## config.mk

```make
export PLATFORM = sky130hd
export DESIGN_NAME = cpu_output_serializer
export DESIGN_NICKNAME = d
export VERILOG_FILES = /design/src/rtl/cpu_output_serializer.sv
export SDC_FILE = /design/constraint.sdc
export NUM_CORES = 1
export LEC_CHECK = 0
export ABC_CLOCK_PERIOD_IN_PS = 14500
export CAP_MARGIN = 10
export CORE_MARGIN = 4
export CORE_UTILIZATION = 54
export DETAILED_ROUTE_END_ITERATION = 10
export GPL_ROUTABILITY_DRIVEN = 0
export PLACE_DENSITY_LB_ADDON = 0.08
export SLEW_MARGIN = 30
export SYNTH_ARGS = -nofsm -noshare
export SYNTH_HDL_FRONTEND = slang
export SYNTH_SLANG_ARGS = --single-unit
```

## constraint.sdc

```tcl
create_clock -name clk -period 14.5 [get_ports clk]
set_input_delay 2.9 -clock clk [delete_from_list [all_inputs] [get_ports clk]]
set_output_delay 2.9 -clock clk [all_outputs]
set_load 0.02 [all_outputs]
```

## src/rtl/cpu_output_serializer.sv

```systemverilog
// Buffers CPU output words in a FIFO and streams them MSB-byte-first over a byte valid/ready link.
// After halt it drains every buffered word, then raises a sticky done flag.
module cpu_output_serializer #(
   parameter int unsigned DATA_W = 64,
   parameter int unsigned DEPTH  = 8
) (
   input  logic                     clk,
   input  logic                     reset,
   input  logic                     halt,
   input  logic                     output_valid,
   input  logic [DATA_W-1:0]        output_data,
   output logic                     byte_valid,
   output logic [7:0]               byte_data,
   input  logic                     byte_ready,
   output logic [$clog2(DEPTH):0]   count,
   output logic                     overflow,
   output logic                     done
);

   localparam int unsigned BYTES = DATA_W / 8;
   localparam int unsigned AW    = $clog2(DEPTH);
   localparam int unsigned CW    = AW + 1;
   localparam int unsigned IW    = (BYTES > 1) ? $clog2(BYTES) : 1;

   typedef enum logic [1:0] {IDLE, SEND, DONE} state_t;

   state_t            state;
   logic [DATA_W-1:0] mem [DEPTH];
   logic [AW-1:0]     wr_ptr;
   logic [AW-1:0]     rd_ptr;
   logic [DATA_W-1:0] shifter;
   logic [IW-1:0]     idx;
   logic              halt_seen;

   logic              not_empty_c;
   logic              last_c;
   logic              handshake_c;
   logic              pop_c;
   logic              capture_c;
   logic              push_c;
   logic              drop_c;
   logic [DATA_W-1:0] head_c;

   // FIFO pop/push decisions for this edge; a pop frees a slot for a same-edge push.
   always_comb begin
      not_empty_c = (count != '0);
      last_c      = (idx == IW'(BYTES - 1));
      handshake_c = byte_valid && byte_ready;
      head_c      = mem[rd_ptr];
      pop_c       = not_empty_c &&
                    ((state == IDLE) || ((state == SEND) && handshake_c && last_c));
      capture_c   = output_valid && !halt_seen && (state != DONE);
      push_c      = capture_c && ((count != CW'(DEPTH)) || pop_c);
      drop_c      = capture_c && !push_c;
   end

   assign byte_data = shifter[DATA_W-1 -: 8];

   // Word storage carries no reset; validity is tracked by the pointers and count.
   always_ff @(posedge clk) begin
      if (push_c) begin
         mem[wr_ptr] <= output_data;
      end
   end

   always_ff @(posedge clk) begin
      if (reset) begin
         state      <= IDLE;
         wr_ptr     <= '0;
         rd_ptr     <= '0;
         count      <= '0;
         shifter    <= '0;
         idx        <= '0;
         halt_seen  <= 1'b0;
         byte_valid <= 1'b0;
         overflow   <= 1'b0;
         done       <= 1'b0;
      end else begin
         if (halt) begin
            halt_seen <= 1'b1;
         end
         if (push_c) begin
            wr_ptr <= wr_ptr + AW'(1);
         end
         if (pop_c) begin
            rd_ptr <= rd_ptr + AW'(1);
         end
         if (drop_c) begin
            overflow <= 1'b1;
         end
         if (push_c && !pop_c) begin
            count <= count + CW'(1);
         end else if (pop_c && !push_c) begin
            count <= count - CW'(1);
         end

         case (state)
            IDLE: begin
               if (not_empty_c) begin
                  shifter    <= head_c;
                  idx        <= '0;
                  byte_valid <= 1'b1;
                  state      <= SEND;
               end else if (halt_seen) begin
                  done  <= 1'b1;
                  state <= DONE;
               end
            end
            SEND: begin
               if (handshake_c) begin
                  if (!last_c) begin
                     shifter <= shifter << 8;
                     idx     <= idx + IW'(1);
                  end else if (not_empty_c) begin
                     // Chain straight into the next word without an idle cycle.
                     shifter <= head_c;
                     idx     <= '0;
                  end else begin
                     byte_valid <= 1'b0;
                     state      <= IDLE;
                  end
               end
            end
            DONE: begin
               byte_valid <= 1'b0;
               done       <= 1'b1;
            end
            default: begin
               byte_valid <= 1'b0;
               state      <= IDLE;
            end
         endcase
      end
   end

endmodule

```

==> results by stage, run 1 <==
Outcome:
- The run finished with clean final reports.

Clocking:
- The number of levels the H-tree was split into is 2.
- The post-CTS clock slew at the launch and capture registers of the worst setup and hold paths is 0.06 ns.
- The number of hold buffers added after CTS is 0.
- The buffer depth of the longest clock path is 3.
- At the later pin of the worst-skew pair, clock insertion delay measures 0.62 ns.
- TritonCTS built the clock tree.
- Once the clock tree was built, the resizer swapped 0 gates to a different size.
- The TritonCTS buffer count is 59.
- The post-CTS setup buffer count is 0.
- The CTS root buffer is sky130_fd_sc_hd__clkbuf_16.
- The clock sink count is 598.

Timing:
- The routed design could run at a clock period as short as 5.40 ns.
- Setup repair after global routing left no endpoint under its margin.
- The transition time at the pin with the least slew margin is 0.935 ns.
- Setup violations remaining at the end of the flow were counted as 0.
- The share of the clock period used by the worst path is 0.372.
- The number of pins exceeding their max-slew limit in the final report is 0.
- The count of endpoints failing hold in the final timing report is 0.
- The accumulated negative setup slack is 0 ns.
- The worst clock skew is 0.0247 ns.
- The achievable clock frequency is 185 MHz.
- The worst pin sits at a relative slew slack of 0.377.

Power and ir drop:
- The areal power density over the cells is 170 mW/mm2.
- The total power is 4.47 mW.
- VDD sags by at most 0.138 mV.
- The static power due to leakage is 8.26 nW.

Synth:
- Counting flops with a built-in enable in the synthesized netlist gives 512.
- Sorting the synthesized cells by area gives the leading types as sky130_fd_sc_hd__edfxtp_1 67%, sky130_fd_sc_hd__mux4_2 13%, sky130_fd_sc_hd__dfxtp_1 7.5%.
- The library cell occupying the most area in the post-synthesis netlist is sky130_fd_sc_hd__edfxtp_1.
- The most used flip-flop cell after synthesis is sky130_fd_sc_hd__edfxtp_1.
- The number of synthesis warnings is 0.
- The post-synthesis sequential element count is 598.
- Of the post-synthesis cell area, the dominant cell type holds 0.669.
- For this run, the register share of the synthesized area comes to 0.744.
- The synthesized netlist occupies a cell area of 0.0230 mm2.
- In this run the mean area of a mapped cell was 20.0 um2.
- Counting every net in the synthesized netlist gives 1225.
- The number of unique standard cell types used by synthesis is 45.
- In the synthesized netlist the async set-or-reset flop fraction comes to 0.
- The number of standard cells after synthesis is 1148.

Min path:
- The tightest min-delay check is of the reg -> reg type.

Placement:
- Input and output buffers added on the ports amount to 83.
- Including well taps, the total number of placed cells is 1714.
- Detailed placement finished with a half-perimeter wire length of 25200 um.
- The placed standard-cell area is 0.0243 mm2.

Worst setup path:
- By instance count, the cell type seen most on the critical path is sky130_fd_sc_hd__ha_1.
- The critical path is of the in -> reg type.
- The most critical setup path has its startpoint at byte_ready.
- Traced cell by cell, the critical path runs through clkdlybuf4s50_1, nand3_1, a211oi_4, inv_2, ha_1, inv_1, ha_1, a21oi_1, a211oi_1, a31oi_1, mux2_2.
- The cell type group with the largest total delay on the critical path is compound AO/OA/AOI/OAI gates.
- The required time reported for the critical path endpoint is 14.99 ns.
- The total buffers and inverters traversed by the critical path is 3.
- The critical path endpoint is count[3].
- Of all nets on the critical path, the largest fanout is 11.
- The worst reg2reg path depth is 12.
- At the worst endpoint, the arrival time is 5.89 ns.
- The setup slack of the most critical reg-to-reg path is 11.19 ns.
- For this design, the slowest cell found on the critical path is sky130_fd_sc_hd__a211oi_4.
- The critical path crosses 11 cells after its start point.
- The beginning of the worst register-to-register path is idx[0].
- The worst reg2reg path endpoint is count[3].
- The peak per-stage delay on the critical path is 0.70 ns.
- The worst setup path is launched from a primary input.
- The worst setup path is captured at a flop.

Floorplanning:
- The number of top-level pins is 84.
- The die boundary height is 214 um.
- The area enclosed by the die boundary is 0.0459 mm2.
- The total area inside the core boundary comes to 0.0420 mm2.
- The total number of placement rows is 75.
- The die is 214 um wide.
- The starting utilization of the core area is 0.547.

Global route:
- Entering global routing, the biggest net connects 69 pins.
- The global-route wire length before repair is 71400 um.
- The via count of the first global-routing pass was 11.4k.
- For this run, the total global-route usage over all layers was measured as 0.204.
- After global routing the overflow that remains totals 0.
- The number of antenna violations at the first check in global routing is 0.

Final layout:
- Of the cells placed in the final design, the portion with a size suffix greater than 1 is 0.228.
- The library cell used most frequently in the layout, excluding fill and tap cells, is sky130_fd_sc_hd__edfxtp_1.
- Summing all non-filler instances in the final layout gives an area of 0.0262 mm2.
- The number of standard cells in the final layout excluding fillers is 1826.
- At the end of the flow the core is filled with cells to 0.624.
- The filler cell count is 2982.
- The top cell types in the final layout, fill and taps aside, are 512 x sky130_fd_sc_hd__edfxtp_1, 128 x sky130_fd_sc_hd__mux4_2, 120 x sky130_fd_sc_hd__nor2_1, 83 x sky130_fd_sc_hd__dfxtp_1, 82 x sky130_fd_sc_hd__clkdlybuf4s50_1.
- The area added between synthesis and finish is 14.2%.
- At the end of the flow, the number of nets in the layout was 1315.
- The repair_antennas step left the layout with diodes totalling 0.

Route:
- After detailed routing, the number of vias per cell comes to 5.96.
- The detailed router finished its first iteration with 742 violations.
- The post-detailed-route DRC marker count is 0.
- The via count is 10.9k.
- The length of the first detailed-routing pass in iterations is 7.
- After detailed routing, the total wire length is 46300 um.
- The detail route stage leaves a number of antenna-violating nets equal to 0.
- The average wire per cell in the routed design is 25.3 um.

Run:
- The count of maximum capacitance violations is 0.
-- tightest hold or removal path: cells and delay by family (launching register included) --
kind,cells,cell delay [ns]
and+or+nand+nor,1,0.09
AOI/OAI and AO/OA,1,0.05
DFF,1,0.31
-- worst min path at each step --
stage                      startpoint     endpoint  slack [ns]  depth (start not counted)
after floorplan                idx[0]       idx[0]        0.44                          1
after CTS                 shifter[45]  shifter[53]        0.47                          2
final                     shifter[45]  shifter[53]        0.47                          2
after detailed placement    rd_ptr[1]         flop        0.47                          2
after global placement         idx[0]       idx[0]        0.46                          1
after global routing      shifter[45]  shifter[53]        0.49                          2
-- routing by layer --
layer  vias up  track usage  share of wire
met2       245        0.344           0.51
met3        52       0.0353          0.044
met1      5730        0.285           0.43
met5         -            0              0
li1       4857            -              -
met4         0       0.0445          0.017
-- area by class of cell --
class / count / area [um2] / share of cell area
sequential: 598 / 17100 / 0.652
multi-input combinational: 471 / 5500 / 0.209
clock buffer: 88 / 1660 / 0.0631
timing repair buffer: 104 / 1060 / 0.0406
tap: 539 / 674 / 0.0257
clock inverter: 22 / 228 / 0.00868
inverter: 4 / 15.0 / 0.000572
-- kinds of logic (layout without fill, tap and decap cells) --
group | after synthesis | after routing | synth area share
AND/OR/NAND/NOR | 177 | 177 | 0.0345
AO/OA/AOI/OAI | 89 | 89 | 0.0409
flip-flops | 598 | 598 | 0.744
multiplexers | 194 | 194 | 0.155
buffers and inverters | 79 | 218 | 0.0205
adder cells (fa/ha/maj) | 8 | 8 | 0.00468
XOR/XNOR | 3 | 3 | 0.00114
-- Yosys cell counts (11+ instances only) --
| master | instances |
|---|---|
| sky130_fd_sc_hd__edfxtp_1 | 512 |
| sky130_fd_sc_hd__mux4_2 | 128 |
| sky130_fd_sc_hd__nor2_1 | 126 |
| sky130_fd_sc_hd__dfxtp_1 | 86 |
| sky130_fd_sc_hd__mux2i_1 | 57 |
| sky130_fd_sc_hd__a2111oi_2 | 32 |
| sky130_fd_sc_hd__buf_2 | 28 |
| sky130_fd_sc_hd__nand2b_1 | 21 |
| sky130_fd_sc_hd__clkbuf_1 | 18 |
| sky130_fd_sc_hd__a221oi_1 | 17 |
| sky130_fd_sc_hd__buf_4 | 15 |
| sky130_fd_sc_hd__a22oi_1 | 11 |
| sky130_fd_sc_hd__buf_6 | 11 |
-- power by group --
| group | internal (mW) | total (mW) | switching [mW] |
|---|---|---|---|
| logic | 0.405 | 0.878 | 0.472 |
| clock network | 0.844 | 1.47 | 0.623 |
| registers | 2.01 | 2.12 | 0.113 |
-- flip-flops by register name, indices dropped and copies added (netlist names), named ones only --
signal      flops
count           4
byte_valid      1
halt_seen       1
mem           512
done            1
wr_ptr          3
overflow        1
state           2
rd_ptr          3
shifter        64
idx             3
-- stage by stage --
step	hold WS, ns	worst slack (ns)
after CTS	0.469	9.12
after global routing	0.490	8.85
after detailed placement	0.474	8.49
after global placement	0.463	8.46
after floorplan	0.444	5.84
final	0.475	9.10
(Power assumes the default switching activity.)
==> run 2, diff against run 1 <==
Settings changed: ABC_CLOCK_PERIOD_IN_PS 14500 to 5600.
Clock period 14.5 ns to 5.6 ns, I/O delays scaled along.
==> run 2 against run 1 <==
Compared with the run above: sequential share of layout area is 0.18 points lower; count of clock-buffer cells in the layout is 13 lower; worst setup slack worse by 6.9 ns; hold slack better by 0.0086 ns; clock power grew to 2.5 times the previous value; largest power group unchanged.
==> results by stage, run 2 (synthesized netlist as in run 1, its figures left out) <==
Outcome:
- Status: finished, final reports clean (unchanged).

Global route:
- The maximum number of pins on one net before global-route repair was 67 (was 69).
- The combined global-route utilization of all metal layers is 0.197 (was 0.204).
- The number of antenna violations at the first check in global routing was 2 (was 0).
- The via count of the first global-routing pass is 11.3k (was 11.4k).
- The leftover overflow at the end of global routing is 0 (unchanged).
- The global-route wire length before repair came to 69500 um (was 71400 um).

Timing:
- The worst relative slew slack is 0.350 (was 0.377).
- The number of pins exceeding their max-slew limit in the final report came to 0 (unchanged).
- Of the available clock period, the critical path in the final layout requires 0.607.
- The number of setup violations in the final report is 0 (unchanged).
- The post-route minimum period is 3.40 ns.
- The worst path setup slack after routing was 2.20 ns (was 9.10 ns).
- The accumulated negative setup slack is 0 ns (unchanged).
- The count of endpoints failing hold in the final timing report is 0 (unchanged).
- The transition time at the pin with the least slew margin came to 0.976 ns (was 0.935 ns).
- Setup repair after global routing missed its margin: no (unchanged).
- The worst clock skew is 0.0223 ns (was 0.0247 ns).
- Based on the critical path, the design can be clocked at up to 294 MHz.

Worst setup path:
- The launching element type of the critical path was a primary input (unchanged).
- The total buffers and inverters traversed by the critical path is 2 (was 3).
- The required time reported for the critical path endpoint came to 5.89 ns (was 14.99 ns).
- Cell-by-cell trace of the critical path: clkdlybuf4s50_1, nand4b_1, and4b_1, or3_1, nor2_4, buf_12 (was clkdlybuf4s50_1, nand3_1, a211oi_4, inv_2, ha_1, inv_1, ha_1, a21oi_1, a211oi_1, a31oi_1, mux2_2).
- The cell with the largest stage delay on the worst path was sky130_fd_sc_hd__nor2_4 (was sky130_fd_sc_hd__a211oi_4).
- The cell type group with the largest total delay on the critical path is simple AND/OR/NAND/NOR gates (was compound AO/OA/AOI/OAI gates).
- The peak per-stage delay on the critical path is 0.77 ns (was 0.70 ns).
- The category of the most critical setup path is in -> reg (unchanged).
- The critical path arrival came to 3.69 ns (was 5.89 ns).
- The maximum fanout along the worst path is 23 (was 11).
- The capturing element type of the critical path is a flop (unchanged).

Floorplanning:
- The number of top-level pins is 84 (unchanged).
- The total number of placement rows is 75 (unchanged).
- The area enclosed by the die boundary is 0.0459 mm2 (unchanged).
- The placeable core region is 0.0420 mm2 (unchanged).
- The die outline width was 214 um (unchanged).
- The starting utilization of the core area came to 0.547 (unchanged).
- The die boundary height is 214 um (unchanged).

Route:
- The post-detailed-route DRC marker count was 0 (unchanged).
- The length of the first detailed-routing pass in iterations is 6 (was 7).
- The average wire per cell in the routed design is 24.5 um (was 25.3 um).
- The total wire length is 44900 um (was 46300 um).
- The via count came to 10.9k (about the same).
- The antenna violation net count after detailed routing was 0 (unchanged).
- The post-detailed-route via-to-cell ratio came to 5.95 (was 5.96).
- The DRC marker count from the first detailed-route iteration is 964 (was 742).

Final layout:
- The number of nets in the layout came to 1323 (was 1315).
- The number of standard cells in the final layout excluding fillers is 1834 (was 1826).
- The area added between synthesis and finish is 14.5% (was 14.2%).
- The filler cell count is 2990 (was 2982).
- The flip-flop count of the largest register after layout is 512 (unchanged).
- Commonest non-fill, non-tap cells in the layout: 512 x sky130_fd_sc_hd__edfxtp_1, 128 x sky130_fd_sc_hd__mux4_2, 120 x sky130_fd_sc_hd__nor2_1, 83 x sky130_fd_sc_hd__dfxtp_1, 82 x sky130_fd_sc_hd__clkdlybuf4s50_1 (unchanged).
- The register bank with the most flops was mem (unchanged).
- The layout cell share with drive strength beyond 1 is 0.236 (was 0.228).
- Top flop regs: mem (512), shifter (64), count (4) (unchanged).
- The leading cell type in the layout, fill and taps excluded is sky130_fd_sc_hd__edfxtp_1 (unchanged).

Placement:
- The total of buffers placed on input and output ports is 83 (unchanged).
- The half-perimeter wire length after placement is 26100 um (was 25200 um).
- The number of cells after detailed placement was 1724 (was 1714).
- The post-placement worst setup slack is 1.56 ns (was 8.49 ns).

Clocking:
- The clock tree from TritonCTS is yes (unchanged).
- The post-cts repair resize count is 0 (unchanged).
- The TritonCTS buffer count is 57 (was 59).
- The number of hold buffers added after CTS was 0 (unchanged).
- The post-CTS setup buffer count is 0 (unchanged).
- The number of levels the H-tree was split into is 2 (unchanged).
- The CTS root buffer is sky130_fd_sc_hd__clkbuf_16 (unchanged).
- The clock insertion delay at the later pin of the skew report is 0.60 ns (was 0.62 ns).
- The post-CTS clock slew at the launch and capture registers of the worst setup and hold paths is 0.06 ns (about the same).
- The clock sink count is 598 (unchanged).
- The buffer depth of the longest clock path is 3 (unchanged).

Run:
- The count of maximum capacitance violations is 0 (unchanged).

Power and ir drop:
- The worst voltage drop across the vdd grid is 0.330 mV (was 0.138 mV).
- The total power was 11.5 mW (was 4.47 mW).
- The static power due to leakage is 8.29 nW (was 8.26 nW).
- The areal power density over the cells is 437 mW/mm2 (was 170 mW/mm2).

Min path:
- The worst hold-check path type is reg -> reg (unchanged).
==> run 2: area by class of cell <==
class | instances | area (um2) | share of cell area
well taps | 539 | 674 | 0.0256
inverters | 4 | 15.0 | 0.000571
repair buffers | 114 | 1170 | 0.0444
diodes | 1 | 2.50 | 0.0000951
multi-input cells | 471 | 5510 | 0.210
flip-flops and latches | 598 | 17100 | 0.650
clock buffers | 75 | 1600 | 0.0607
clock inverters | 32 | 238 | 0.00903
==> run 2: path summary, 6_finish.rpt <==
path / end / from / cells after the start / slack, ns
min: flop / rd_ptr[1] / 2 / 0.48
max reg2reg: mem[2][29] / idx[0] / 7 / 2.55
max: mem[2][29] / byte_ready / 6 / 2.20
min reg2reg: flop / rd_ptr[1] / 2 / 0.48
==> run 2: per-layer routing <==
layer	track usage	wire (um)	vias up
met2	0.323	22600	245
met4	0.0484	752	4
met3	0.0333	1980	62
li1	-	-	4883
met5	0	23	-
met1	0.283	19500	5725
==> run 2: metrics by stage <==
step | util | hold WS, ns | cell area (um2)
floorplan | - | 0.444 | 23000
finish | 0.626 | 0.483 | 26300
global placement | 0.580 | 0.456 | 24400
detailed placement | 0.581 | 0.471 | 24400
global route | 0.626 | 0.507 | 26300
CTS | 0.625 | 0.481 | 26300
==> run 2: report_power, final <==
group	switching (mW)	leakage [nW]	total (mW)	internal, mW
Combinational	1.17	2.05	2.25	1.07
Clock	1.58	0.890	3.72	2.14
Sequential	0.328	5.35	5.53	5.20
Total	3.08	8.29	11.5	8.41
==> run 2: tightest hold or removal path, delay by kind of cell (launching register included) <==
| family | cells | cell delay [ns] |
|---|---|---|
| flip-flops | 1 | 0.31 |
| AO/OA/AOI/OAI | 1 | 0.07 |
| AND/OR/NAND/NOR | 1 | 0.06 |
